## src/rtl/fpu_config_loader.sv

```systemverilog
// Polls the start register, then fetches dimensions, addresses and filter taps into shadow
// registers. The shadows are committed to the outputs together, so the FPU controller never sees a partial configuration.
module fpu_config_loader #(
  parameter int          KERNEL_DIM = 3,
  parameter int          TAP_WIDTH  = 8,
  parameter int          DATA_WIDTH = 32,
  parameter int          ADDR_WIDTH = 32,
  parameter logic [31:0] BASE_ADDR  = 32'h1000_0000
) (
  input  logic                                     clk,
  input  logic                                     rst,
  output logic [ADDR_WIDTH-1:0]                    address_mem,
  output logic                                     mem_rd_req,
  input  logic [DATA_WIDTH-1:0]                    data_mem,
  input  logic                                     mapped_data_valid,
  input  logic                                     fpu_done,
  output logic [15:0]                              image_width,
  output logic [15:0]                              image_height,
  output logic [31:0]                              start_address,
  output logic [31:0]                              result_address,
  output logic [KERNEL_DIM*KERNEL_DIM*TAP_WIDTH-1:0] filter,
  output logic                                     load_config_done,
  output logic                                     busy,
  output logic                                     cfg_error
);

  localparam int NUM_TAPS      = KERNEL_DIM * KERNEL_DIM;
  localparam int FILT_BITS     = NUM_TAPS * TAP_WIDTH;
  localparam int NUM_WORDS     = (FILT_BITS + DATA_WIDTH - 1) / DATA_WIDTH;
  localparam int TAPS_PER_WORD = DATA_WIDTH / TAP_WIDTH;
  localparam int WORD_IDX_W    = (NUM_WORDS > 1) ? $clog2(NUM_WORDS) : 1;

  localparam logic [31:0] OFF_DIMS     = 32'h000;
  localparam logic [31:0] OFF_START    = 32'h020;
  localparam logic [31:0] OFF_FILTER   = 32'h040;
  localparam logic [31:0] OFF_RESULT   = 32'h100;
  localparam logic [31:0] OFF_STARTSIG = 32'h120;

  typedef enum logic [2:0] {
    S_POLL, S_DIMS, S_START, S_RESULT, S_FILT, S_COMMIT, S_RUN, S_ERR
  } state_t;

  state_t                  r_state;
  state_t                  w_state_next;
  logic                    r_req;
  logic [ADDR_WIDTH-1:0]   r_addr;
  logic                    r_armed;
  logic [WORD_IDX_W-1:0]   r_word;
  logic [15:0]             r_sh_width;
  logic [15:0]             r_sh_height;
  logic [31:0]             r_sh_start;
  logic [31:0]             r_sh_result;
  logic [FILT_BITS-1:0]    r_sh_filter;
  logic [15:0]             r_width;
  logic [15:0]             r_height;
  logic [31:0]             r_start;
  logic [31:0]             r_result;
  logic [FILT_BITS-1:0]    r_filter;
  logic                    r_done;
  logic                    r_busy;
  logic                    r_cfg_error;

  logic                    w_rd_done;
  logic                    w_read_state;
  logic                    w_start_seen;
  logic                    w_zero_dim;
  logic [31:0]             w_addr_off;

  // A response only counts while our request is outstanding; stray strobes are dropped here.
  assign w_rd_done    = r_req & mapped_data_valid;
  assign w_start_seen = |data_mem;
  assign w_zero_dim   = (r_sh_width == 16'd0) || (r_sh_height == 16'd0);

  always_ff @(posedge clk or posedge rst) begin
    if (rst) r_state <= S_POLL;
    else     r_state <= w_state_next;
  end

  // NOTE: every signal assigned in this block gets a default first, otherwise a latch is inferred.
  always_comb begin
    w_state_next = r_state;
    w_read_state = 1'b0;
    w_addr_off   = OFF_STARTSIG;
    case (r_state)
      S_POLL: begin
        w_read_state = 1'b1;
        if (w_rd_done && w_start_seen && r_armed) w_state_next = S_DIMS;
      end
      S_DIMS: begin
        w_read_state = 1'b1;
        w_addr_off   = OFF_DIMS;
        if (w_rd_done) w_state_next = S_START;
      end
      S_START: begin
        w_read_state = 1'b1;
        w_addr_off   = OFF_START;
        if (w_rd_done) w_state_next = S_RESULT;
      end
      S_RESULT: begin
        w_read_state = 1'b1;
        w_addr_off   = OFF_RESULT;
        if (w_rd_done) w_state_next = S_FILT;
      end
      S_FILT: begin
        w_read_state = 1'b1;
        w_addr_off   = OFF_FILTER + (32'(r_word) << 2);
        if (w_rd_done && (r_word == WORD_IDX_W'(NUM_WORDS - 1))) w_state_next = S_COMMIT;
      end
      S_COMMIT: w_state_next = w_zero_dim ? S_ERR : S_RUN;
      S_RUN:    if (fpu_done) w_state_next = S_POLL;
      S_ERR:    w_state_next = S_POLL;
      default:  w_state_next = S_POLL;
    endcase
  end

  // NOTE: shadow and output registers are reset too, so a mid-fetch reset leaves no stale fields behind.
  always_ff @(posedge clk or posedge rst) begin
    if (rst) begin
      r_req       <= 1'b0;
      r_addr      <= '0;
      r_armed     <= 1'b1;
      r_word      <= '0;
      r_sh_width  <= '0;
      r_sh_height <= '0;
      r_sh_start  <= '0;
      r_sh_result <= '0;
      r_sh_filter <= '0;
      r_width     <= '0;
      r_height    <= '0;
      r_start     <= '0;
      r_result    <= '0;
      r_filter    <= '0;
      r_done      <= 1'b0;
      r_busy      <= 1'b0;
      r_cfg_error <= 1'b0;
    end else begin
      r_done <= 1'b0;

      if (w_read_state && !r_req) begin
        r_req  <= 1'b1;
        r_addr <= ADDR_WIDTH'(BASE_ADDR + w_addr_off);
      end else if (w_rd_done) begin
        r_req <= 1'b0;
      end

      if (r_state != S_FILT) r_word <= '0;

      if (w_rd_done) begin
        case (r_state)
          S_POLL: begin
            if (!w_start_seen)  r_armed <= 1'b1;
            else if (r_armed)   r_busy  <= 1'b1;
          end
          S_DIMS: begin
            r_sh_width  <= data_mem[31:16];
            r_sh_height <= data_mem[15:0];
          end
          S_START:  r_sh_start  <= data_mem[31:0];
          S_RESULT: r_sh_result <= data_mem[31:0];
          S_FILT: begin
            // Taps are packed MSB-first; bits past the last tap in the final word are pad.
            for (int i = 0; i < NUM_TAPS; i++) begin
              if (r_word == WORD_IDX_W'(i / TAPS_PER_WORD))
                r_sh_filter[i*TAP_WIDTH +: TAP_WIDTH] <=
                  data_mem[DATA_WIDTH-1-(i%TAPS_PER_WORD)*TAP_WIDTH -: TAP_WIDTH];
            end
            r_word <= r_word + WORD_IDX_W'(1);
          end
          default: ;
        endcase
      end

      case (r_state)
        S_COMMIT: begin
          if (w_zero_dim) begin
            r_cfg_error <= 1'b1;
          end else begin
            r_width     <= r_sh_width;
            r_height    <= r_sh_height;
            r_start     <= r_sh_start;
            r_result    <= r_sh_result;
            r_filter    <= r_sh_filter;
            r_done      <= 1'b1;
            r_cfg_error <= 1'b0;
          end
        end
        S_RUN: begin
          if (fpu_done) begin
            r_busy  <= 1'b0;
            r_armed <= 1'b0;
          end
        end
        S_ERR: begin
          r_busy  <= 1'b0;
          r_armed <= 1'b0;
        end
        default: ;
      endcase
    end
  end

  assign address_mem      = r_addr;
  assign mem_rd_req       = r_req;
  assign image_width      = r_width;
  assign image_height     = r_height;
  assign start_address    = r_start;
  assign result_address   = r_result;
  assign filter           = r_filter;
  assign load_config_done = r_done;
  assign busy             = r_busy;
  assign cfg_error        = r_cfg_error;

endmodule

```

## config.mk

```make
export PLATFORM = sky130hd
export DESIGN_NAME = fpu_config_loader
export DESIGN_NICKNAME = d
export VERILOG_FILES = /design/src/rtl/fpu_config_loader.sv
export SDC_FILE = /design/constraint.sdc
export NUM_CORES = 1
export LEC_CHECK = 0
export BUFFER_PORTS_ARGS = -buffer_cell sky130_fd_sc_hd__buf_2
export CORE_MARGIN = 3
export CORE_UTILIZATION = 60
export DETAILED_ROUTE_END_ITERATION = 10
export PLACE_DENSITY_LB_ADDON = 0.2
export SETUP_SLACK_MARGIN = 0.1
export SYNTH_ARGS = -nofsm -noshare
export SYNTH_HDL_FRONTEND = slang
export SYNTH_SLANG_ARGS = --single-unit
```

## constraint.sdc

```tcl
create_clock -name clk -period 18.8 [get_ports clk]
set_input_delay 0.94 -clock clk [delete_from_list [all_inputs] [get_ports clk]]
set_output_delay 0.94 -clock clk [all_outputs]
set_load 0.005 [all_outputs]
```

==> summary.md <==
| Metric | Value |
|---|---|
| Outcome | finished clean |
| Final Power | 0.00148 W |
| Worst Skew | 0.0129 ns |
| Max_cap viols | 0 |
| Max Buffers Root-to-Sink | 3 |
| Hold Crit Class | reg2reg |
| Worst path bufs/invs | 1 |
| Sw frac | 20.2% |
| Via count | 7599 |
| Endpoints failing setup | 0 |
| CP Launch Type | register |
| WL/cell | 20.2 um |
| Mapped cell area | 13700 um2 |
| Vias in the first global route | 7991 |
| Die width | 157 um |
| CTS Hold Bufs | 0 |
| Area leader, netlist | dfrtp_1 |
| Sink Count | 352 |
| I/O pin cnt | 240 |
| Worst-path fanout max | 77 |
| Initial antenna violation count | 0 |
| Async set or reset register ratio after synthesis | 100% |
| CTS H-Tree Depth | 2 |
| Critical Path RT | 19.18 ns |
| First-pass GRT wire length | 43.8 mm |
| GR Layer Usage met3 | 4.95% |
| Most numerous cell in the Yosys netlist | dfrtp_1 |
| Post-route antenna net violation count | 0 |
| Share of layout cells above drive strength 1 | 55.5% |
| Layout Nets | 1107 |
| Post-synthesis cell count | 851 |
| Overflow after GRT | 0 |
| Unrepaired setup endpoints after global routing | false |
| Root Buffer | clkbuf_16 |
| CP max stage delay | 0.83 ns |
| Top cells by area, synth | dfrtp_1 (64%), mux2_2 (26%), buf_4 (1.5%) |
| Final setup TNS | 0 ns |
| Worst VDD drop | 0.0000744 V |
| Fmax | 0.329 GHz |
| GR peak layer | met2 |
| Met2 Resource Use GR | 36.9% |
| Initial core utilization | 61.8% |
| Register area share after synthesis | 64.5% |
| Port bufs | 213 |
| Comb pwr share | 2.1% |
| Internal | 0.00118 W |
| Clock transition at path regs | 0.06 ns |
| Skew-Pair Late Insertion Delay | 0.50 ns |
| Pwr dens | 93.0 nW/um2 |
| CTS tree | built |
| Period utilisation layout | 16.2% |
| Global-route total usage across every layer | 22.7% |
| Syn-to-layout area delta | 16.6% |
| Slowest cell on the critical path | buf_4 |
| Antenna fix cells | 0 |
| Largest delay share family, worst path | simple AND/OR/NAND/NOR gates |
| Vias/cell | 5.54 |
| Arr. time, crit path | 3.42 ns |
| Max-slew headroom | 29.0% |
| Yosys reg bits | 352 |
| Post-CTS setup buffer count | 0 |
| WS Path Type | reg2reg |
| Yosys Warn Count | 0 |
| Top_reg_cell synth | dfrtp_1 |
| Fin crit period | 3.04 ns |
| Seq pwr share | 51.3% |
| Post-cts sizing count | 0 |
| Iteration-0 DRC Markers | 382 |
| CP cell instances | nor4_1, nand4_1, nand3_4, buf_4, mux2_2 |
| Total wire length | 27.7 mm |
| Share of the synthesized area in the top cell type | 64.3% |
| Final hold violation count | 0 |
| Fin. max-slew vios | 0 |
| Critical path capture point type | register |
| Clk network pwr share | 46.7% |
| Synth top cells by count | dfrtp_1 (351), mux2_2 (320), buf_4 (27), buf_2 (21), nor4_1 (17) |
| Switching power | 0.000299 W |
| Layout fillers | 1515 |
| Std-Cell Core Area | 22100 um2 |
| Post-DP HPWL | 17.6 mm |
| Met1 global-route usage | 31.3% |
| Number of synthesized flops with an enable pin | 0 |
| Drt first pass iters | 4 |
| Largest net degree at the start of global routing | 122 |
| WHS | 0.463 ns |
| CTS buffer count | 36 |
| Rows | 54 |
| DRC viols | 0 |
| Syn Area/Cell | 16.1 um2 |
| Worst Tran Pin Value | 1.06 ns |
| Die Y | 157 um |
| Die area | 24600 um2 |
| Pleak | 8.88 nW |
| Netlist cell types | 41 |
| Routability cong. | 0.731 |
==> cell families (layout without fill, tap and decap cells) <==
family,count (synthesis),count (layout),share of synthesized area (%)
flip-flops,352,352,64.5
multiplexers,336,336,27.7
buffers and inverters,72,288,3.66
AND/OR/NAND/NOR,59,59,2.49
AO/OA/AOI/OAI,26,26,1.23
adder cells (fa/ha/maj),3,3,0.275
XOR/XNOR,2,2,0.128
other,1,26,0.0275
==> flip-flops by register name (all words and copies together), names as in the netlist, 32 cells and up <==
signal          cells
filter             72
r_sh_filter        72
r_sh_result        32
r_sh_start         32
result_address     32
start_address      32
==> final cells by class <==
type | count | area (um2) | share of cell area, %
clock buffers | 54 | 1070 | 6.72
clock inverters | 8 | 90.1 | 0.566
well taps | 280 | 350 | 2.20
repair buffers | 220 | 1120 | 7.02
inverters | 6 | 30.0 | 0.189
flip-flops and latches | 352 | 8810 | 55.3
multi-input cells | 452 | 4460 | 28.0
==> power by group through the flow <==
| stage | Clock (W) | Combinational (W) | Sequential, W |
|---|---|---|---|
| final | 0.000692 | 0.0000305 | 0.000759 |
| after global routing | 0.000740 | 0.0000351 | 0.000759 |
| after CTS | 0.000705 | 0.0000317 | 0.000759 |
| after detailed placement | 0 | 0.0000316 | 0.000773 |
| after global placement | 0 | 0.0000316 | 0.000773 |
| after floorplan | 0 | 0.0000187 | 0.000773 |
==> routing by layer <==
layer,wire length [um],up-vias
met3,1680,38
met1,12000,3950
met5,0,-
met4,511,0
li1,-,3393
met2,13500,218
==> path summary, 6_finish.rpt <==
check,startpoint,endpoint,slack [ns],cells after the start
min,address_mem[28],address_mem[28],0.46,1
max reg2reg,r_sh_height[11],result_address[21],15.76,5
min reg2reg,address_mem[28],address_mem[28],0.46,1
max,r_sh_height[11],result_address[21],15.76,5
min in group asynchronous,rst,filter[4],0.62,2
max in group asynchronous,rst,start_address[2],16.62,3
==> stage by stage <==
| stage | instance area, um2 | setup slack (ns) | utilization [%] | std cells |
|---|---|---|---|---|
| after floorplan | 13800 | 8.10 | - | 876 |
| after CTS | 15900 | 15.75 | 72.1 | 1372 |
| after detailed placement | 14800 | 15.79 | 66.8 | 1310 |
| after global routing | 15900 | 15.54 | 72.1 | 1372 |
| final | 15900 | 15.76 | 72.1 | 1372 |
| after global placement | 14800 | 15.76 | 66.8 | 1310 |
==> cells in the final DEF, fill, tap and decap left out, types with 2 or more instances in the layout <==
master,count
dfrtp_1,351
mux2_2,320
buf_2,213
clkbuf_16,37
conb_1,26
nor4_1,17
mux2_1,16
nand2_1,14
nor2_1,12
a21oi_1,9
clkbuf_1,9
clkbuf_8,8
buf_4,7
clkinv_2,6
inv_1,5
o21ai_0,5
a22o_1,4
nand2_2,3
ha_1,3
nor2_4,2
nand4_1,2
a21o_1,2
bufinv_16,2
No activity file was read; power rests on OpenSTA's default activity.
